File: src/rtl/core_pkg.sv
// Shared core definitions: fetch FSM states, instruction field positions and decode helpers.
package core_pkg;

  typedef enum logic [0:0] {
    FETCH_OP  = 1'b0,
    FETCH_IMM = 1'b1
  } fetch_state_e;

  localparam int OPC_MSB     = 15;
  localparam int OPC_LSB     = 11;
  localparam int RDST_MSB    = 10;
  localparam int RDST_LSB    = 8;
  localparam int RSRC_MSB    = 7;
  localparam int RSRC_LSB    = 5;
  localparam int HAS_IMM_BIT = 0;

  localparam logic [15:0] NOP_WORD = 16'h0000;

  function automatic logic has_imm(input logic [15:0] word);
    return word[HAS_IMM_BIT];
  endfunction

endpackage

File: src/rtl/fetch_stage_if_id_reg.sv
// IF/ID pipeline register: a bubble clears it, a load captures a complete instruction,
// otherwise it holds.
module if_id_reg #(
  parameter int PC_WIDTH    = 32,
  parameter int INSTR_WIDTH = 16
) (
  input  logic                   clk,
  input  logic                   rst_n,
  input  logic                   bubble,
  input  logic                   load,
  input  logic [INSTR_WIDTH-1:0] instr_in,
  input  logic [INSTR_WIDTH-1:0] imm_in,
  input  logic [PC_WIDTH-1:0]    pc_next_in,
  output logic [INSTR_WIDTH-1:0] instr,
  output logic [INSTR_WIDTH-1:0] imm,
  output logic [PC_WIDTH-1:0]    pc_next,
  output logic                   valid
);

  logic [INSTR_WIDTH-1:0] instr_d, instr_q;
  logic [INSTR_WIDTH-1:0] imm_d, imm_q;
  logic [PC_WIDTH-1:0]    pc_next_d, pc_next_q;
  logic                   valid_d, valid_q;

  // Bubble beats load; with neither the register keeps its contents.
  always_comb begin
    instr_d   = instr_q;
    imm_d     = imm_q;
    pc_next_d = pc_next_q;
    valid_d   = valid_q;
    if (bubble) begin
      instr_d   = {INSTR_WIDTH{1'b0}};
      imm_d     = {INSTR_WIDTH{1'b0}};
      pc_next_d = {PC_WIDTH{1'b0}};
      valid_d   = 1'b0;
    end else if (load) begin
      instr_d   = instr_in;
      imm_d     = imm_in;
      pc_next_d = pc_next_in;
      valid_d   = 1'b1;
    end else begin
      valid_d   = valid_q;
    end
  end

  always_ff @(posedge clk) begin
    if (!rst_n) begin
      instr_q   <= {INSTR_WIDTH{1'b0}};
      imm_q     <= {INSTR_WIDTH{1'b0}};
      pc_next_q <= {PC_WIDTH{1'b0}};
      valid_q   <= 1'b0;
    end else begin
      instr_q   <= instr_d;
      imm_q     <= imm_d;
      pc_next_q <= pc_next_d;
      valid_q   <= valid_d;
    end
  end

  assign instr   = instr_q;
  assign imm     = imm_q;
  assign pc_next = pc_next_q;
  assign valid   = valid_q;

endmodule

File: src/rtl/fetch_stage.sv
// Fetch stage: PC, two-state opcode/immediate assembly FSM and the IF/ID register.
module fetch_stage
  import core_pkg::*;
#(
  parameter int                 PC_WIDTH     = 32,
  parameter int                 INSTR_WIDTH  = 16,
  parameter logic [PC_WIDTH-1:0] RESET_VECTOR = '0
) (
  input  logic                   clk,
  input  logic                   rst_n,
  input  logic                   pc_write,
  input  logic                   stall_fetch,
  input  logic                   flush_fetch,
  input  logic [PC_WIDTH-1:0]    branch_target,
  output logic [PC_WIDTH-1:0]    imem_addr,
  input  logic [INSTR_WIDTH-1:0] imem_rdata,
  output logic [INSTR_WIDTH-1:0] if_id_instr,
  output logic [INSTR_WIDTH-1:0] if_id_imm,
  output logic [PC_WIDTH-1:0]    if_id_pc_next,
  output logic                   if_id_valid,
  output logic [2:0]             r_dest_fetch,
  output logic [2:0]             r_src_fetch
);

  fetch_state_e           state_d, state_q;
  logic [PC_WIDTH-1:0]    pc_d, pc_q;
  logic [INSTR_WIDTH-1:0] hold_d, hold_q;
  logic [PC_WIDTH-1:0]    pc_inc;
  logic                   hold_req;

  logic                   ifid_bubble;
  logic                   ifid_load;
  logic [INSTR_WIDTH-1:0] ifid_instr;
  logic [INSTR_WIDTH-1:0] ifid_imm;

  assign hold_req = stall_fetch | ~pc_write;
  assign pc_inc   = pc_q + {{(PC_WIDTH-1){1'b0}}, 1'b1};

  always_ff @(posedge clk) begin
    if (!rst_n) begin
      state_q <= FETCH_OP;
      pc_q    <= RESET_VECTOR;
      hold_q  <= {INSTR_WIDTH{1'b0}};
    end else begin
      state_q <= state_d;
      pc_q    <= pc_d;
      hold_q  <= hold_d;
    end
  end

  // Next state: flush redirects and drops any half-assembled instruction, even under hold.
  always_comb begin
    state_d = state_q;
    pc_d    = pc_q;
    hold_d  = hold_q;
    if (flush_fetch) begin
      state_d = FETCH_OP;
      pc_d    = branch_target;
      hold_d  = {INSTR_WIDTH{1'b0}};
    end else if (hold_req) begin
      state_d = state_q;
    end else begin
      pc_d = pc_inc;
      case (state_q)
        FETCH_OP: begin
          if (has_imm(imem_rdata)) begin
            state_d = FETCH_IMM;
            hold_d  = imem_rdata;
          end else begin
            state_d = FETCH_OP;
          end
        end
        FETCH_IMM: state_d = FETCH_OP;
        default:   state_d = FETCH_OP;
      endcase
    end
  end

  always_comb begin
    ifid_bubble = 1'b0;
    ifid_load   = 1'b0;
    ifid_instr  = imem_rdata;
    ifid_imm    = {INSTR_WIDTH{1'b0}};
    if (flush_fetch) begin
      ifid_bubble = 1'b1;
    end else if (hold_req) begin
      ifid_load = 1'b0;
    end else begin
      case (state_q)
        FETCH_OP: begin
          if (has_imm(imem_rdata)) begin
            ifid_bubble = 1'b1;
          end else begin
            ifid_load = 1'b1;
          end
        end
        FETCH_IMM: begin
          ifid_load  = 1'b1;
          ifid_instr = hold_q;
          ifid_imm   = imem_rdata;
        end
        default: ifid_bubble = 1'b1;
      endcase
    end
  end

  if_id_reg #(
    .PC_WIDTH    (PC_WIDTH),
    .INSTR_WIDTH (INSTR_WIDTH)
  ) u_if_id_reg (
    .clk        (clk),
    .rst_n      (rst_n),
    .bubble     (ifid_bubble),
    .load       (ifid_load),
    .instr_in   (ifid_instr),
    .imm_in     (ifid_imm),
    .pc_next_in (pc_inc),
    .instr      (if_id_instr),
    .imm        (if_id_imm),
    .pc_next    (if_id_pc_next),
    .valid      (if_id_valid)
  );

  assign imem_addr    = pc_q;
  assign r_dest_fetch = if_id_instr[RDST_MSB:RDST_LSB];
  assign r_src_fetch  = if_id_instr[RSRC_MSB:RSRC_LSB];

endmodule
File: config.mk
export PLATFORM = sky130hd
export DESIGN_NAME = fetch_stage
export DESIGN_NICKNAME = d
export VERILOG_FILES = /design/src/rtl/core_pkg.sv /design/src/rtl/fetch_stage_if_id_reg.sv /design/src/rtl/fetch_stage.sv
export SDC_FILE = /design/constraint.sdc
export NUM_CORES = 1
export LEC_CHECK = 0
export ABC_AREA = 0
export CORE_MARGIN = 8
export CORE_UTILIZATION = 45
export DETAILED_ROUTE_END_ITERATION = 16
export PLACE_DENSITY = 0.84
export SLEW_MARGIN = 20
export SYNTH_ARGS = -nofsm -noshare
export SYNTH_HDL_FRONTEND = slang
export SYNTH_SLANG_ARGS = --single-unit
File: constraint.sdc
create_clock -name clk -period 2.9 [get_ports clk]
set_input_delay 0.87 -clock clk [delete_from_list [all_inputs] [get_ports clk]]
set_output_delay 0.87 -clock clk [all_outputs]
set_load 0.005 [all_outputs]
-- Yosys cells after proc, flatten, opt, wreduce, memory -nomap -nowiden
Index checks and enable logic that the tools add are counted.
- flip-flop bits (word level): 114
- input port bits: 53
- output and inout bits: 103
- word-level logic and storage cells: 34
- add/sub/neg operators: 1
- eq/ne operators: 1
- muxes and demuxes: 17
- bitwise operators: 5
- reduce and logical (&&, ||, !) cells: 3
- operators with widths (operator ; count):
    16-bit two-way mux ; 6
    32-bit two-way mux ; 2
    32-bit by 1-bit adder with 32-bit output, second input constant ; 1
    1-bit two-way mux ; 7
    1-bit inverter ; 4
    1-bit case mux with 2 select lines ; 2
    2-bit OR reduction ; 2
    3-bit AND reduction ; 1
    2-bit != test, second input constant ; 1
    1-bit OR ; 1

-- Logic depth before layout (Yosys ltp)
Gate-level depths: netlist of the first run.
- word-level depth: 5
- gate-level depth with buffers: 8

-- Cells and area by module
A second synthesis of the first run with hierarchy kept.
- cells, all modules: 667
- area, all modules: 5816.8 µm²
- by module, submodules not included (module ; instances ; cells an instance ; area each (µm²) ; sequential area each (µm²)):
    fetch_stage ; 1 ; 457 ; 3492.1 ; 980.9
    if_id_reg ; 1 ; 210 ; 2324.7 ; 1301.2

-- Worst setup path after synthesis of the first run
No wires, ideal clock.
- path type: input -> register
- from: input pc_write
- to: register u_if_id_reg.pc_next_q[22] (netlist: u_if_id_reg.pc_next[22])
- library setup time: 0.070 ns
- arrival: 2.221 ns
- required time: 2.830 ns
- path slack: 0.609 ns
- stages on the path: 8
- cells stage by stage: nor2b_1 -> clkbuf_1 -> and2_1 -> clkbuf_1 -> nor2_1 -> clkbuf_1 -> o21ai_0 -> a21oi_1
- longest elaborated chain between the ends: 5
- RTL lines (item ; line ; source):
    from (decl) ; fetch_stage.sv:11 ; input logic pc_write,
    1-bit inverter * ; fetch_stage.sv:36 ; assign hold_req = stall_fetch | ~pc_write;
    1-bit OR * ; fetch_stage.sv:36 ;
    1-bit two-way mux ; fetch_stage.sv:86 ; end else if (hold_req) begin
    1-bit two-way mux ; fetch_stage.sv:84 ; if (flush_fetch) begin
    2-bit OR reduction (no source line) ; - ;
    to (signal assigned) ; fetch_stage_if_id_reg.sv:50 ; pc_next_q <= {PC_WIDTH{1'b0}};
    to (signal assigned) ; fetch_stage_if_id_reg.sv:55 ; pc_next_q <= pc_next_d;
    to (decl) ; fetch_stage_if_id_reg.sv:22 ; logic [PC_WIDTH-1:0] pc_next_d, pc_next_q;
Mark *: on every way between the ends. The rest lies on a longest branch, timed or not.
A chain may end at the register's enable or synchronous reset.

-- Worst setup path in the final report of the first run
- from: register pc_q[7] (netlist: imem_addr[7])
- to: register u_if_id_reg.pc_next_q[28] (netlist: u_if_id_reg.pc_next[28])
- longest elaborated chain between the ends: 1
- RTL lines (item ; line ; source):
    from (decl) ; fetch_stage.sv:26 ; logic [PC_WIDTH-1:0] pc_d, pc_q;
    from (signal assigned) ; fetch_stage.sv:46 ; pc_q <= pc_d;
    32-bit by 1-bit adder with 32-bit output ; fetch_stage.sv:37 ; assign pc_inc = pc_q + {{(PC_WIDTH-1){1'b0}}, 1'b1};
No other way between the ends.

==> results of run 1 <==
cell usage after synthesis, types with 4 or more instances:
library cell and count:
a21oi_1 73, and2_1 5, a211oi_1 11, o221ai_1 15
inv_1 5, nand3_1 16, a22oi_1 16, nand4_1 16
buf_4 6, xnor2_1 39, nor2_1 47, xor2_1 19
nor3_1 12, dfxtp_1 114, o21ai_0 48, or3_1 6
nor4_1 6, nor3_2 9, nand2_1 76, buf_1 7
nor4_2 4, clkbuf_1 41
worst min-delay path, stage by stage, from the launching register on:
cell and delay (ns):
dfxtp_1 0.31, nand2_1 0.05, a21oi_1 0.05
cells by family (layout without fill, tap and decap cells):
logic type | after synthesis | count (layout) | share of synthesized area
buffers and inverters | 64 | 218 | 0.0525
AO/OA/AOI/OAI | 169 | 169 | 0.191
adder cells (fa/ha/maj) | 1 | 1 | 0.00240
AND/OR/NAND/NOR | 218 | 218 | 0.219
XOR/XNOR | 58 | 58 | 0.0974
flip-flops | 114 | 114 | 0.437
cells in the final DEF, fill, tap and decap left out, types with 15 or more instances in the layout:
| cell | count |
|---|---|
| o221ai_1 | 15 |
| xor2_1 | 19 |
| clkbuf_16 | 17 |
| xnor2_1 | 39 |
| nand4_1 | 16 |
| o21ai_0 | 48 |
| buf_4 | 24 |
| dfxtp_1 | 114 |
| nor2_1 | 47 |
| a21oi_1 | 73 |
| nand2_1 | 76 |
| clkdlybuf4s50_1 | 155 |
| a22oi_1 | 16 |
| nand3_1 | 15 |
final timing paths:
kind / cells past startpoint / endpoint
worst max-delay path: 5 / u_if_id_reg.pc_next[28]
worst min-delay path: 2 / u_if_id_reg.instr[13]
worst max register to register: 5 / u_if_id_reg.pc_next[28]
worst min register to register: 2 / u_if_id_reg.instr[13]
per-stage QoR:
stage | utilization | power, mW | instance area [sq um] | setup WS, ns
floorplan | - | 1.85 | 5220 | 0.609
global route | 0.662 | 4.36 | 7530 | 0.342
detailed placement | 0.608 | 2.07 | 6910 | 0.110
finish | 0.662 | 4.23 | 7530 | 0.461
global placement | 0.608 | 2.06 | 6910 | 0.156
CTS | 0.662 | 4.25 | 7530 | 0.454
per-layer routing:
layer	vias up	wire [um]
met4	2	306
met1	2389	6400
met5	-	9
li1	2480	-
met3	26	1680
met2	225	7950
area by class of cell:
type,instances,area [sq um],area share
clock buffer,17,425,0.0565
clock inverter,15,194,0.0258
inverter,6,22.5,0.00299
multi-input combinational,446,2680,0.355
sequential,114,2280,0.303
tap,143,179,0.0238
timing repair buffer,180,1750,0.233
sequential cells by signal (all words and copies together), names as in the netlist:
| signal | count |
|---|---|
| imem_addr | 32 |
| u_if_id_reg.pc_next | 32 |
| hold_q | 16 |
| u_if_id_reg.imm | 16 |
| u_if_id_reg.instr | 16 |
| state_q | 1 |
| u_if_id_reg.valid | 1 |
power breakdown:
group	switching (mW)	internal, mW
logic	0.166	0.200
clock network	0.808	1.38
registers	0.0679	1.61
total	1.04	3.19
==> impl_results.md, run 1 <==
* Die H at 124 um
* Hold Slack at between 0.4 and 0.5 ns
* RSZ-0062 raised after global routing: false
* Post-synth cell types at 44
* H-tree depth at 4
* Row count at 39
* Synth warn at 0
* Initial Utilization at 0.459
* Met3 global-route usage at 0.0743
* Critical Path, Cell by Cell: nand4_4, or4_1, nor4_2, xnor2_1, a21oi_1
* GP Congestion at 0.872
* Post-layout min period at 2.44 ns
* PwrDens at approximately 560 nW/um^2
* Vias in the first global route at 5184
* EDFF count, synth at 0
* CTS buffer count at 17
* R2r setup slk at 0.46 ns
* Antenna cells at 0
* Routed Antenna Nets at 0
* First-pass GRT wire length at 25.9 mm
* Status: finished clean
* Hold Buf Count CTS at 0
* Synth area leader: dfxtp_1
* Max-slew headroom at 0.432
* Syn Area/Cell at ~8.4 sq um
* Worst-margin pin slew at roughly 0.85 ns
* Cells after DPL at about 900
* Global route overflow at 0
* Crit Path Max Fanout at 16
* CP Launch Point: imem_addr[7]
* Setup repair bufs after CTS at 0
* Max Slew Vio Count at 0
* Met2 usage at 0.363
* Setup TNS at 0 ns
* Grt met1 use at 0.246
* Synth area leaders: dfxtp_1 (44%), a21oi_1 (7.0%), xnor2_1 (6.5%)
* CTS tree: yes
* CP arrival at 2.72 ns
* Antenna violations before repair at 1
* Drt wl/cell at between 15 and 20 um
* Leak Pwr at ~2.4 nW
* Period utilization at 0.841
* Layout area overhead at 44.3%
* Fillcell total at just over 900
* Worst Path Buf+Inv at 0
* Non-filler cells, final at just over 900
* Syn nets at between 600 and 700
* Total GRT Usage at 0.213
* GR peak layer: met2
* Worst-skew pair later-pin latency at 0.41 ns
* Setup crit end kind: flop
* WP data required at 3.18 ns
* Detailed-route DRC error count at 0
* # Max-Cap Violations at 0
* Most used flip-flop cell after synthesis: dfxtp_1
* Max Fclk at 410 MHz
* CP max-delay cell: or4_1
* WS Path Type: flop to flop
* Post-DP HPWL at ~12 mm
* Routed vias at 5122
* Clock Sinks at 114
* Final WL at around 16 mm
* # resized after CTS at 0
* Worst Hold Launch: u_if_id_reg.instr[13]
* Crit path max-delay family: simple AND/OR/NAND/NOR gates
* Clk root buf: clkbuf_16
* Drt via density at 5.56
* Share of the synthesized area in the top cell type at 0.437
* Largest net degree at the start of global routing at 34
* Die X at 124 um
* Die ar. at between 15000 and 20000 sq um
* Core Region at 11400 sq um
* Share of layout cells above drive strength 1 at 0.105
* Synthesized area at 5220 sq um
* Initial DRC Count at roughly 490
* Port bufs at 155
* Critical path launch point type: flop
* Clk pin slew, worst setup/hold paths at 0.06 ns
* Hold crit path type: flop to flop
* Reg2Reg Launch Point: imem_addr[7]
* Post-Syn Instances at 624
* Peak VDD IR at 327 uV
* Seq cells post-synth at 114
* Final setup viols at 0
* Final Net Count at about 820
* Worst path max stage delay at a little over 0.9 ns
* Clock Path Buffers at 2
* I/O pin count at 156
* Register area share after synthesis at 0.437
* Final Skew at around 0.006 ns
* Post-synth ARST share at 0
* Hold Fails Final Rpt at 0
* Initial DRT Pass Iterations at 5
Power figures use the tool's default switching activity.
==> run 2, diff against run 1 <==
--- a/config.mk
+++ b/config.mk
@@ -7,7 +7,7 @@
 export LEC_CHECK = 0
 export ABC_AREA = 0
 export CORE_MARGIN = 8
-export CORE_UTILIZATION = 45
+export CORE_UTILIZATION = 43
 export DETAILED_ROUTE_END_ITERATION = 16
 export PLACE_DENSITY = 0.84
 export SLEW_MARGIN = 20
==> constraint.sdc (replaced) <==
create_clock -name clk -period 2.21 [get_ports clk]
set_input_delay 0.663 -clock clk [delete_from_list [all_inputs] [get_ports clk]]
set_output_delay 0.663 -clock clk [all_outputs]
set_load 0.005 [all_outputs]
==> impl_results.md, run 2 (synthesis results as in run 1) <==
* Worst Path Buf+Inv at 2 (was 0)
* Clk root buf: clkbuf_16 (unchanged)
* CTS tree: yes (unchanged)
* Initial DRT Pass Iterations at 6 (was 5)
* Fillcell total at 939 (was 930)
* Crit Path Max Fanout at 5 (was 16)
* Status: finished clean (unchanged)
* Worst-skew pair later-pin latency at 0.41 ns (about the same)
* Hold Slack at 0.451 ns (was 0.450 ns)
* Hold crit path type: flop to flop (unchanged)
* Setup repair bufs after CTS at 0 (unchanged)
* Routed vias at 5392 (was 5122)
* Max Fclk at 459 MHz
* Clock Sinks at 114 (unchanged)
* Share of layout cells above drive strength 1 at 0.143 (was 0.105)
* # Max-Cap Violations at 0 (unchanged)
* Final Net Count at 853 (was 819)
* Die ar. at 15900 sq um (was 15300 sq um)
* First-pass GRT wire length at 28.2 mm (was 25.9 mm)
* WS Path Type: flop to output port (was flop to flop)
* Max Slew Vio Count at 0 (unchanged)
* I/O pin count at 156 (unchanged)
* Crit path max-delay family: buffers and inverters (was simple AND/OR/NAND/NOR gates)
* Leak Pwr at 2.66 nW (was 2.44 nW)
* Post-DP HPWL at 12.9 mm (was 11.8 mm)
* Total GRT Usage at 0.218 (was 0.213)
* Critical Path, Cell by Cell: buf_4, clkdlybuf4s50_1 (was nand4_4, or4_1, nor4_2, xnor2_1, a21oi_1)
* WP data required at 1.55 ns (was 3.18 ns)
* Final design utilization at 0.664 (was 0.662)
* Worst-margin pin slew at 0.547 ns (was 0.852 ns)
* Clock Path Buffers at 2 (unchanged)
* Post-layout min period at 2.18 ns
* Largest net degree at the start of global routing at 34 (unchanged)
* CP arrival at 1.52 ns (was 2.72 ns)
* Worst path max stage delay at 0.50 ns (was 0.91 ns)
* Port bufs at 155 (unchanged)
* Most common cell after layout, fill and taps aside: clkdlybuf4s50_1 (unchanged)
* Vias in the first global route at 5398 (was 5184)
* Period utilization at 0.987
* Detailed-route DRC error count at 0 (unchanged)
* Initial Utilization at 0.438 (was 0.459)
* PwrDens at 727 nW/um^2 (was 562 nW/um^2)
* Antenna violations before repair at 0 (was 1)
* Antenna cells at 0 (unchanged)
* RSZ-0062 raised after global routing: false (unchanged)
* Die H at 126 um (was 124 um)
* Setup TNS at 0 ns (unchanged)
* Clk pin slew, worst setup/hold paths at 0.05 ns (was 0.06 ns)
* Initial DRC Count at 543 (was 492)
* Drt wl/cell at 18.3 um (was 17.7 um)
* Final Skew at 0.0106 ns (was 0.00598 ns)
* Layout area overhead at 51.6% (was 44.3%)
* Max-slew headroom at 0.635 (was 0.432)
* CP max-delay cell: clkdlybuf4s50_1 (was or4_1)
* Critical path launch point type: flop (unchanged)
* H-tree depth at 4 (unchanged)
* Most frequent cells in the layout: clkdlybuf4s50_1 (155), dfxtp_1 (113), nand2_1 (76) (was clkdlybuf4s50_1 (155), dfxtp_1 (114), nand2_1 (76))
* Global route overflow at 0 (unchanged)
* Peak VDD IR at 402 uV (was 327 uV)
* Core Region at 11900 sq um (was 11400 sq um)
* Hold Fails Final Rpt at 0 (unchanged)
* Final WL at 17.5 mm (was 16.3 mm)
* Drt via density at 5.62 (was 5.56)
* Routed Antenna Nets at 0 (unchanged)
* CTS buffer count at 17 (unchanged)
* Setup crit end kind: output port (was flop)
* Row count at 40 (was 39)
* Die X at 126 um (was 124 um)
* Final setup viols at 0 (unchanged)
* GP Congestion at 0.912 (was 0.872)
==> run 2: cell count changes in the layout (fill, tap and decap cells not counted), moves of 2 or more <==
cell and change:
clkinvlp_4 -2, clkinv_4 +3, bufinv_16 +2, clkinv_2 +3, buf_12 +7, inv_6 -7, buf_4 +27
==> run 2: cell type report <==
| type | instances | area (sq um) | share of cell area |
|---|---|---|---|
| clock inverter | 13 | 208 | 0.0263 |
| sequential | 114 | 2280 | 0.289 |
| multi-input combinational | 446 | 2680 | 0.338 |
| tap | 147 | 184 | 0.0232 |
| timing repair buffer | 214 | 2090 | 0.265 |
| inverter | 6 | 22.5 | 0.00285 |
| clock buffer | 19 | 443 | 0.0560 |
==> run 2: per-layer routing <==
metal,vias up,track usage,part of all wire
met3,32,0.0696,0.088
met5,-,0,0
met4,0,0.0814,0.023
met1,2551,0.256,0.41
met2,259,0.366,0.47
li1,2550,-,-
==> run 2: metrics by stage <==
| step | std cells | power, mW | instance area (sq um) | worst slack, ns |
|---|---|---|---|---|
| 2_1_floorplan | 624 | 2.43 | 5220 | 0.126 |
| 3_3_place_gp | 927 | 2.77 | 7260 | -0.256 |
| 3_5_place_dp | 927 | 2.79 | 7260 | -0.303 |
| 4_1_cts | 959 | 5.77 | 7910 | 0.0403 |
| 5_1_grt | 959 | 5.94 | 7910 | 0.00691 |
| 6_report | 959 | 5.75 | 7910 | 0.0295 |
==> run 2: tightest hold or removal path, stage by stage (launching register included) <==
cell     delay [ns]
dfxtp_1        0.30
nand2_1        0.05
a21oi_1        0.05
==> run 2: path summary, 6_finish.rpt <==
check / from / depth (start not counted) / slack (ns) / to
min: hold_q[8] / 2 / 0.45 / hold_q[8]
max: imem_addr[12] / 2 / 0.03 / imem_addr[12]
max reg2reg: imem_addr[9] / 6 / 0.10 / imem_addr[20]
min reg2reg: hold_q[8] / 2 / 0.45 / hold_q[8]
==> run 2: where the power goes <==
part / switching, mW / internal (mW) / total [mW]
Combinational: 0.268 / 0.312 / 0.581
Clock: 0.970 / 2.03 / 3.00
Sequential: 0.0617 / 2.11 / 2.17
Total: 1.30 / 4.45 / 5.75
==> run 2: repair_timing <==
| action | in CTS | in global routing |
|---|---|---|
| resized for setup | 0 | 1 |
| endpoints found under the hold margin | 0 | 0 |
| setup endpoints to repair | 0 | 1 |
| hold buffers | 0 | 0 |
